===== src/rtl/videocard_mem_arbiter_if.sv =====
// Bus bundle between the videocard memory arbiter and its neighbours: HPS
// data slave, control slave, compute core handshake and the single-port RAM.
// master = the surrounding system (HPS bridge, core, RAM); slave = arbiter.
interface videocard_mem_arbiter_if #(
    parameter int unsigned WIDTH  = 32,
    parameter int unsigned ADDR_W = 16
);
    // HPS Avalon-MM data slave
    logic [ADDR_W-1:0] host_address;
    logic [WIDTH-1:0]  host_writedata;
    logic              host_write;
    logic              host_read;
    logic              host_waitrequest;
    logic [WIDTH-1:0]  host_readdata;
    logic              host_readdatavalid;

    // Compute core memory port
    logic              core_req;
    logic [ADDR_W-1:0] core_address;
    logic [WIDTH-1:0]  core_wdata;
    logic              core_wren;
    logic              core_gnt;
    logic [WIDTH-1:0]  core_rdata;
    logic              core_rvalid;

    // Control slave and run handshake
    logic              ctrl_address;
    logic              ctrl_write;
    logic [WIDTH-1:0]  ctrl_writedata;
    logic [WIDTH-1:0]  ctrl_readdata;
    logic              core_start;
    logic              core_done;

    // RAM port
    logic [ADDR_W-1:0] ram_address;
    logic [WIDTH-1:0]  ram_data;
    logic              ram_wren;
    logic [WIDTH-1:0]  ram_q;

    modport master (
        output host_address, host_writedata, host_write, host_read,
        input  host_waitrequest, host_readdata, host_readdatavalid,
        output core_req, core_address, core_wdata, core_wren,
        input  core_gnt, core_rdata, core_rvalid,
        output ctrl_address, ctrl_write, ctrl_writedata,
        input  ctrl_readdata, core_start,
        output core_done,
        input  ram_address, ram_data, ram_wren,
        output ram_q
    );

    modport slave (
        input  host_address, host_writedata, host_write, host_read,
        output host_waitrequest, host_readdata, host_readdatavalid,
        input  core_req, core_address, core_wdata, core_wren,
        output core_gnt, core_rdata, core_rvalid,
        input  ctrl_address, ctrl_write, ctrl_writedata,
        output ctrl_readdata, core_start,
        input  core_done,
        output ram_address, ram_data, ram_wren,
        input  ram_q
    );
endinterface


===== src/rtl/videocard_mem_arbiter.sv =====
// Videocard RAM arbiter and run-control FSM.
// Shares the single-port RAM between the HPS slave and the compute core; the
// core may only touch RAM while the FSM is in RUN. Reads return one cycle
// after grant, tagged with their owner.
// Optional build macro ARB_HOST_PRIORITY_EN: host wins every tie in RUN
// instead of round-robin.
module videocard_mem_arbiter #(
    parameter int unsigned WIDTH  = 32,
    parameter int unsigned ADDR_W = 16
) (
    input  logic                   clk,
    input  logic                   reset_sink_reset_n,
    videocard_mem_arbiter_if.slave bus
);

    localparam logic [1:0] ST_IDLE = 2'd0;
    localparam logic [1:0] ST_RUN  = 2'd1;
    localparam logic [1:0] ST_DONE = 2'd2;

    localparam logic GNT_HOST = 1'b0;
    localparam logic GNT_CORE = 1'b1;

    logic [1:0] state;
    logic [1:0] state_nxt;
    logic       start_nxt;
    logic       core_start_q;
    logic       last_grant;
    logic       host_rd_tag;
    logic       core_rd_tag;

    logic       start_wr;
    logic       ack_wr;
    logic       host_req;
    logic       host_grant;
    logic       core_grant;
    logic       unused_ctrl_bits;

    assign start_wr = bus.ctrl_write & ~bus.ctrl_address & bus.ctrl_writedata[0];
    assign ack_wr   = bus.ctrl_write &  bus.ctrl_address;
    assign host_req = bus.host_write | bus.host_read;
    assign unused_ctrl_bits = ^bus.ctrl_writedata[WIDTH-1:1];

    // Run-control state register and start pulse
    always_ff @(posedge clk or negedge reset_sink_reset_n) begin
        if (!reset_sink_reset_n) begin
            state        <= ST_IDLE;
            core_start_q <= 1'b0;
        end else begin
            state        <= state_nxt;
            core_start_q <= start_nxt;
        end
    end

    // Run-control next state: start from IDLE/DONE, done in RUN, ack in DONE
    always_comb begin
        state_nxt = state;
        start_nxt = 1'b0;
        case (state)
            ST_IDLE: begin
                if (start_wr) begin
                    state_nxt = ST_RUN;
                    start_nxt = 1'b1;
                end
            end
            ST_RUN: begin
                if (bus.core_done) begin
                    state_nxt = ST_DONE;
                end
            end
            ST_DONE: begin
                if (start_wr) begin
                    state_nxt = ST_RUN;
                    start_nxt = 1'b1;
                end else if (ack_wr) begin
                    state_nxt = ST_IDLE;
                end
            end
            default: begin
                state_nxt = ST_IDLE;
            end
        endcase
    end

    // Status readback: address 1 reports {DONE, RUN}
    always_comb begin
        bus.ctrl_readdata = '0;
        if (bus.ctrl_address) begin
            bus.ctrl_readdata = WIDTH'({state == ST_DONE, state == ST_RUN});
        end
    end

    // Grant: host exclusive outside RUN, arbitrated tie-break inside RUN
    always_comb begin
        host_grant = 1'b0;
        core_grant = 1'b0;
        if (state != ST_RUN) begin
            host_grant = host_req;
        end else begin
`ifdef ARB_HOST_PRIORITY_EN
            host_grant = host_req;
            core_grant = bus.core_req & ~host_req;
`else
            if (host_req && bus.core_req) begin
                core_grant = (last_grant == GNT_HOST);
                host_grant = (last_grant == GNT_CORE);
            end else begin
                host_grant = host_req;
                core_grant = bus.core_req;
            end
`endif
        end
    end

    // RAM mux: winner drives the port, host address parks when idle
    always_comb begin
        bus.ram_address = bus.host_address;
        bus.ram_data    = bus.host_writedata;
        bus.ram_wren    = host_grant & bus.host_write;
        if (core_grant) begin
            bus.ram_address = bus.core_address;
            bus.ram_data    = bus.core_wdata;
            bus.ram_wren    = bus.core_wren;
        end
    end

    // Last-grant memory and read owner tags for the one-cycle RAM latency
    always_ff @(posedge clk or negedge reset_sink_reset_n) begin
        if (!reset_sink_reset_n) begin
            last_grant  <= GNT_HOST;
            host_rd_tag <= 1'b0;
            core_rd_tag <= 1'b0;
        end else begin
            if (host_grant) begin
                last_grant <= GNT_HOST;
            end else if (core_grant) begin
                last_grant <= GNT_CORE;
            end
            host_rd_tag <= host_grant & bus.host_read & ~bus.host_write;
            core_rd_tag <= core_grant & ~bus.core_wren;
        end
    end

    assign bus.host_waitrequest   = host_req & ~host_grant;
    assign bus.core_gnt           = bus.core_req & core_grant;
    assign bus.host_readdatavalid = host_rd_tag;
    assign bus.core_rvalid        = core_rd_tag;
    assign bus.host_readdata      = bus.ram_q;
    assign bus.core_rdata         = bus.ram_q;
    assign bus.core_start         = core_start_q;

endmodule


===== src/flat_wrapper.sv =====
// flat-port wrapper written by rule: the top's interface ports become plain ports
module videocard_mem_arbiter_flat 
#(
    parameter int unsigned WIDTH  = 32,
    parameter int unsigned ADDR_W = 16
)
  (clk, reset_sink_reset_n, bus_host_address, bus_host_writedata, bus_host_write, bus_host_read, bus_host_waitrequest, bus_host_readdata, bus_host_readdatavalid, bus_core_req, bus_core_address, bus_core_wdata, bus_core_wren, bus_core_gnt, bus_core_rdata, bus_core_rvalid, bus_ctrl_address, bus_ctrl_write, bus_ctrl_writedata, bus_ctrl_readdata, bus_core_start, bus_core_done, bus_ram_address, bus_ram_data, bus_ram_wren, bus_ram_q);
  videocard_mem_arbiter_if #(.WIDTH(WIDTH), .ADDR_W(ADDR_W)) bus_i ();
  input  logic clk;
  input  logic reset_sink_reset_n;
  input wire logic [$bits(bus_i.host_address)-1:0] bus_host_address;
  input wire logic [$bits(bus_i.host_writedata)-1:0] bus_host_writedata;
  input wire logic [$bits(bus_i.host_write)-1:0] bus_host_write;
  input wire logic [$bits(bus_i.host_read)-1:0] bus_host_read;
  output wire logic [$bits(bus_i.host_waitrequest)-1:0] bus_host_waitrequest;
  output wire logic [$bits(bus_i.host_readdata)-1:0] bus_host_readdata;
  output wire logic [$bits(bus_i.host_readdatavalid)-1:0] bus_host_readdatavalid;
  input wire logic [$bits(bus_i.core_req)-1:0] bus_core_req;
  input wire logic [$bits(bus_i.core_address)-1:0] bus_core_address;
  input wire logic [$bits(bus_i.core_wdata)-1:0] bus_core_wdata;
  input wire logic [$bits(bus_i.core_wren)-1:0] bus_core_wren;
  output wire logic [$bits(bus_i.core_gnt)-1:0] bus_core_gnt;
  output wire logic [$bits(bus_i.core_rdata)-1:0] bus_core_rdata;
  output wire logic [$bits(bus_i.core_rvalid)-1:0] bus_core_rvalid;
  input wire logic [$bits(bus_i.ctrl_address)-1:0] bus_ctrl_address;
  input wire logic [$bits(bus_i.ctrl_write)-1:0] bus_ctrl_write;
  input wire logic [$bits(bus_i.ctrl_writedata)-1:0] bus_ctrl_writedata;
  output wire logic [$bits(bus_i.ctrl_readdata)-1:0] bus_ctrl_readdata;
  output wire logic [$bits(bus_i.core_start)-1:0] bus_core_start;
  input wire logic [$bits(bus_i.core_done)-1:0] bus_core_done;
  output wire logic [$bits(bus_i.ram_address)-1:0] bus_ram_address;
  output wire logic [$bits(bus_i.ram_data)-1:0] bus_ram_data;
  output wire logic [$bits(bus_i.ram_wren)-1:0] bus_ram_wren;
  input wire logic [$bits(bus_i.ram_q)-1:0] bus_ram_q;
  assign bus_i.host_address = bus_host_address;
  assign bus_i.host_writedata = bus_host_writedata;
  assign bus_i.host_write = bus_host_write;
  assign bus_i.host_read = bus_host_read;
  assign bus_host_waitrequest = bus_i.host_waitrequest;
  assign bus_host_readdata = bus_i.host_readdata;
  assign bus_host_readdatavalid = bus_i.host_readdatavalid;
  assign bus_i.core_req = bus_core_req;
  assign bus_i.core_address = bus_core_address;
  assign bus_i.core_wdata = bus_core_wdata;
  assign bus_i.core_wren = bus_core_wren;
  assign bus_core_gnt = bus_i.core_gnt;
  assign bus_core_rdata = bus_i.core_rdata;
  assign bus_core_rvalid = bus_i.core_rvalid;
  assign bus_i.ctrl_address = bus_ctrl_address;
  assign bus_i.ctrl_write = bus_ctrl_write;
  assign bus_i.ctrl_writedata = bus_ctrl_writedata;
  assign bus_ctrl_readdata = bus_i.ctrl_readdata;
  assign bus_core_start = bus_i.core_start;
  assign bus_i.core_done = bus_core_done;
  assign bus_ram_address = bus_i.ram_address;
  assign bus_ram_data = bus_i.ram_data;
  assign bus_ram_wren = bus_i.ram_wren;
  assign bus_i.ram_q = bus_ram_q;
  videocard_mem_arbiter #(.WIDTH(WIDTH), .ADDR_W(ADDR_W)) u_core (.clk(clk), .reset_sink_reset_n(reset_sink_reset_n), .bus(bus_i));
endmodule

===== config.mk =====
export PLATFORM = sky130hd
export DESIGN_NAME = videocard_mem_arbiter_flat
export DESIGN_NICKNAME = d
export VERILOG_FILES = /design/src/rtl/videocard_mem_arbiter_if.sv /design/src/rtl/videocard_mem_arbiter.sv /design/src/flat_wrapper.sv
export SDC_FILE = /design/constraint.sdc
export NUM_CORES = 1
export LEC_CHECK = 0
export ABC_AREA = 1
export BUFFER_PORTS_ARGS = -buffer_cell sky130_fd_sc_hd__clkbuf_2
export CAP_MARGIN = 0
export CORE_AREA = 3 3 123 125
export CTS_CLUSTER_SIZE = 30
export DETAILED_ROUTE_END_ITERATION = 10
export DIE_AREA = 0 0 126 128
export GPL_TIMING_DRIVEN = 0
export PLACE_DENSITY_LB_ADDON = 0.05
export SYNTH_ARGS = -nofsm -noshare
export SYNTH_HDL_FRONTEND = slang
export SYNTH_SLANG_ARGS = --single-unit

===== constraint.sdc =====
create_clock -name clk -period 1.4 [get_ports clk]
set_input_delay 0 -clock clk [delete_from_list [all_inputs] [get_ports clk]]
set_output_delay 0 -clock clk [all_outputs]
set_load 0.02 [all_outputs]

# Yosys cells after proc, flatten, opt, wreduce, memory -nomap -nowiden
# Index checks and enable logic that the tools add are counted.
[op_classes] n_eq_ne=6 mux=17 n_bitwise=15 reduce_logical=5
[op_table] cell="32-bit two-way mux" count=1
[op_table] cell="16-bit two-way mux" count=1
[op_table] cell="2-bit two-way mux" count=5
[op_table] cell="1-bit bitwise AND" count=9
[op_table] cell="1-bit two-way mux" count=9
[op_table] cell="2-bit one-hot mux with 3 select lines" count=1
[op_table] cell="1-bit inverter" count=5
[op_table] cell="2-bit by 1-bit inequality test with 1-bit output (second input constant)" count=2
[op_table] cell="3-bit by 1-bit inequality test with 1-bit output (second input constant)" count=1
[op_table] cell="3-bit AND reduction" count=1
[op_table] cell="2-bit by 1-bit == test with 1-bit output (second input constant)" count=1
[op_table] cell="2-bit == test (second input constant)" count=1
[op_table] cell="2-bit zero test" count=1
[op_table] cell="2-bit inequality test (second input constant)" count=1
[op_table] cell="2-bit nonzero test" count=1
[op_table] cell="2-bit OR reduction" count=1
[op_table] cell="1-bit logical AND" count=1
[op_table] cell="1-bit OR" count=1
[word_totals] reg_bits=6 input_bits=169 wordCells=48 out_inout_bits=150

# Longest topological paths before layout
[logic_depth] depth_word=6 mapped_depth=7 mapped_depth_nobuf=6

# Worst setup path after synthesis
# Ideal clock, no wire load.
[synth_timing] path_kind="register to output" start="register u_core.state[1]" end="output port bus_ram_data[19]" t_required_ns=1.400 n_path_buf=1 arrival_time_ns=1.078 path_slack_ns=0.322 path_stages_with_launch=8 path_cell_list="dfrtp_1 inv_1 nand2_2 nor2_4 nand2_4 buf_6 nand2_1 nand2_1"
[synth_between] elab_chain_cells=3
[synth_lines] item="from (decl)" line_no="videocard_mem_arbiter.sv:23" rtl="logic [1:0] state;"
[synth_lines] item="from (signal assigned)" line_no="videocard_mem_arbiter.sv:49" rtl="state <= state_nxt;"
[synth_lines] item="2-bit by 1-bit inequality test with 1-bit output" line_no="videocard_mem_arbiter.sv:96" rtl="if (state != ST_RUN) begin"
[synth_lines] item="1-bit two-way mux" line_no="videocard_mem_arbiter.sv:96"
[synth_lines] item="32-bit two-way mux" line_no="videocard_mem_arbiter.sv:119" rtl="if (core_grant) begin"
[synth_lines] item="to (decl)" line_no="flat_wrapper.sv:32" rtl="output wire logic [$bits(bus_i.ram_data)-1:0] bus_ram_data;"
# Every way passes these cells.

# Worst setup path in the final report
[layout_timing] start="register u_core.state[1]" end="output port bus_ram_data[3]"
# The elaborated chain is that of the path after synthesis.

==> qor.yml <==
layout-drive-gt1-share: 0.787
use_met1: 0.102
cts_root_buf: "clkbuf_16"
required_ps: 1400
fin_nets: 738
vias: 2657
grt_util_all_layers: 0.0906
io_pins: 319
use_met2: 0.178
crit_path_max_fanout: 7
setup_viol: 50
critPathLaunchType: "register"
skew_ps: 0.738
vdd_ir_drop_max_v: 0.000380
cp_cell_sequence: "inv_2, nand2_4, nor2_4, buf_12, nand2_8, clkbuf_16, nand2_2, nand2_2, buf_6"
endpoint_kind: "output pin"
via_per_inst: 3.56
final_cell_mix: "clkbuf_2 (174), buf_4 (103), nand2_2 (68)"
rsz0062_at_grt: "yes"
grtUsageMet3: 0.0225
wire_per_inst_um: 11.9
slew_violations: 0
die_area_um2: 16100
grt_first_pass_wirelength_um: 12000
final_common_cell: "clkbuf_2"
cap_violations: 0
path_class: "register to output pin"
port_buffers: 225
place_congestion: 0.761
p_total_mw: 2.36
clk_latency_ps: 230
antenna_left: 0
die_h_um: 128
dr.pass1.iters: 4
fin_crit_ps: 1510
post-route-util: 0.302
synthDistinctLibCells: 18
whs_ps: 68.6
num-fill-cells: 1586
synth_area_um2: 1740
drt-initial-drc-count: 53
core_area_um2: 14000
grt_start_max_net_pins: 11
antenna_found_initial: 0
outcome: "finished, violations left"
arrival_ps: 1510
overflow: 0
synth_seq_area_share: 0.0861
place_inst: 726
slowest_stage: "dfrtp_1"
power.leakage_nw: 2.45
final_cells: 747
violations: "negative setup slack"
die_w_um: 126
dp_hpwl_um: 7330
max_freq_ghz: 0.663
yosys_warnings: 0
drc: 0
rows: 43
cp_slowest_stage_delay_ps: 380
grt_pass1_vias: 2479
area_growth_pct: 142
p_per_area_nw_per_um2: 560
diodes: 0
cts_htree_levels: 1
clk_transition_reported_paths_ps: 30
start_util: 0.125
period_share: 1.08
synth_cells: 292
worst_slack_ps: -108
cts_made_buffers: 3
hp-class: "input pin to register"
cts_sinks: 6
preCtsSetupSlack_ps: -37.3
finalHoldViolCount: 0
finalWirelength_um: 8920
cts_tree: "yes"
top_usage_layer: "met2"
cpMostUsedCell: "nand2_2"
synth_area_per_cell_um2: 5.97
critPathTopFamily: "buffers and inverters"
ys_ff_latch: 6
clock_path_buffers: 2
cp.buffers_inverters: 4
-- stage by stage --
step,TNS (ps),instance area [um^2]
global route,-7160,4220
detailed placement,-815,3200
floorplan,0,1850
CTS,-5450,3450
finish,-4010,4220
global placement,-1400,3200
-- synth_stat cells --
| cell type | count | area share |
|---|---|---|
| nand2_2 | 2 | 0.0072 |
| nand2_1 | 103 | 0.22 |
| o22ai_1 | 1 | 0.0036 |
| nor2_1 | 3 | 0.0065 |
| buf_2 | 3 | 0.0086 |
| dfrtp_1 | 6 | 0.086 |
| nor2_2 | 1 | 0.0036 |
| nor2_4 | 1 | 0.0065 |
| buf_6 | 6 | 0.039 |
| nor3_1 | 1 | 0.0029 |
| o21ai_0 | 1 | 0.0029 |
| nand2_4 | 1 | 0.0065 |
| buf_4 | 100 | 0.43 |
| inv_1 | 8 | 0.017 |
| nand4_1 | 1 | 0.0036 |
| conb_1 | 1 | 0.0022 |
| a21oi_1 | 2 | 0.0057 |
| nand3_1 | 51 | 0.15 |
-- state kept, by name, summed over array words and instances, names as in the netlist --
register,count
u_core.last_grant,1
u_core.bus.host_readdatavalid,1
u_core.state,2
u_core.bus.core_rvalid,1
u_core.bus.core_start,1
-- cell type report --
class / instances / area (um^2) / area share
buffer: 109 / 867 / 0.206
multi-input combinational: 199 / 1190 / 0.283
timing repair buffer: 242 / 1670 / 0.397
clock buffer: 3 / 75.1 / 0.0178
inverter: 8 / 35.0 / 0.00831
tap: 180 / 225 / 0.0534
sequential: 6 / 150 / 0.0356
-- cells by family (layout without fill, tap and decap cells) --
group,count (synthesis),count (layout),synth area share
simple gates,164,165,0.405
flops,6,6,0.0861
buf+inv,117,362,0.495
other cells,1,30,0.00215
compound gates,4,4,0.0122
-- final timing paths --
check	from	slack (ps)	to	cells after the start
worst max register to register	u_core.state[1]	90	u_core.bus.core_rvalid	8
max in group asynchronous	reset_sink_reset_n	1100	u_core.bus.host_readdatavalid	2
min in group asynchronous	reset_sink_reset_n	150	u_core.bus.core_start	2
worst max-delay path	u_core.state[1]	-110	bus_ram_data[3]	9
worst min-delay path	bus_host_write	70	u_core.bus.host_readdatavalid	4
worst min register to register	u_core.state[0]	620	u_core.bus.core_start	2
-- worst min-delay path: cells and delay by family --
kind | cells | cell delay (ps)
compound gates | 1 | 40
buf+inv | 2 | 160
simple gates | 1 | 60
-- where the power goes --
part	internal (mW)	switching, mW	leakage [nW]	total [mW]
Combinational	0.832	0.876	2.33	1.71
Clock	0.366	0.0906	0.0370	0.457
Sequential	0.187	0.00875	0.0806	0.196
-- routing by layer --
layer,wire length (um),vias to the layer above
li1,-,1345
met1,3070,1153
met2,4970,157
met3,869,2
met4,19,0
met5,0,-
-- what timing repair did --
item / CTS / global route
gates cloned: 1 / 5
resized for setup: 19 / 257
hold buffers: 4 / 0
setup endpoints to repair: 50 / 51
setup buffers: 6 / 2
endpoints found under the hold margin: 10 / 0
pin swaps: 2 / 18
(Power assumes the default switching activity.)
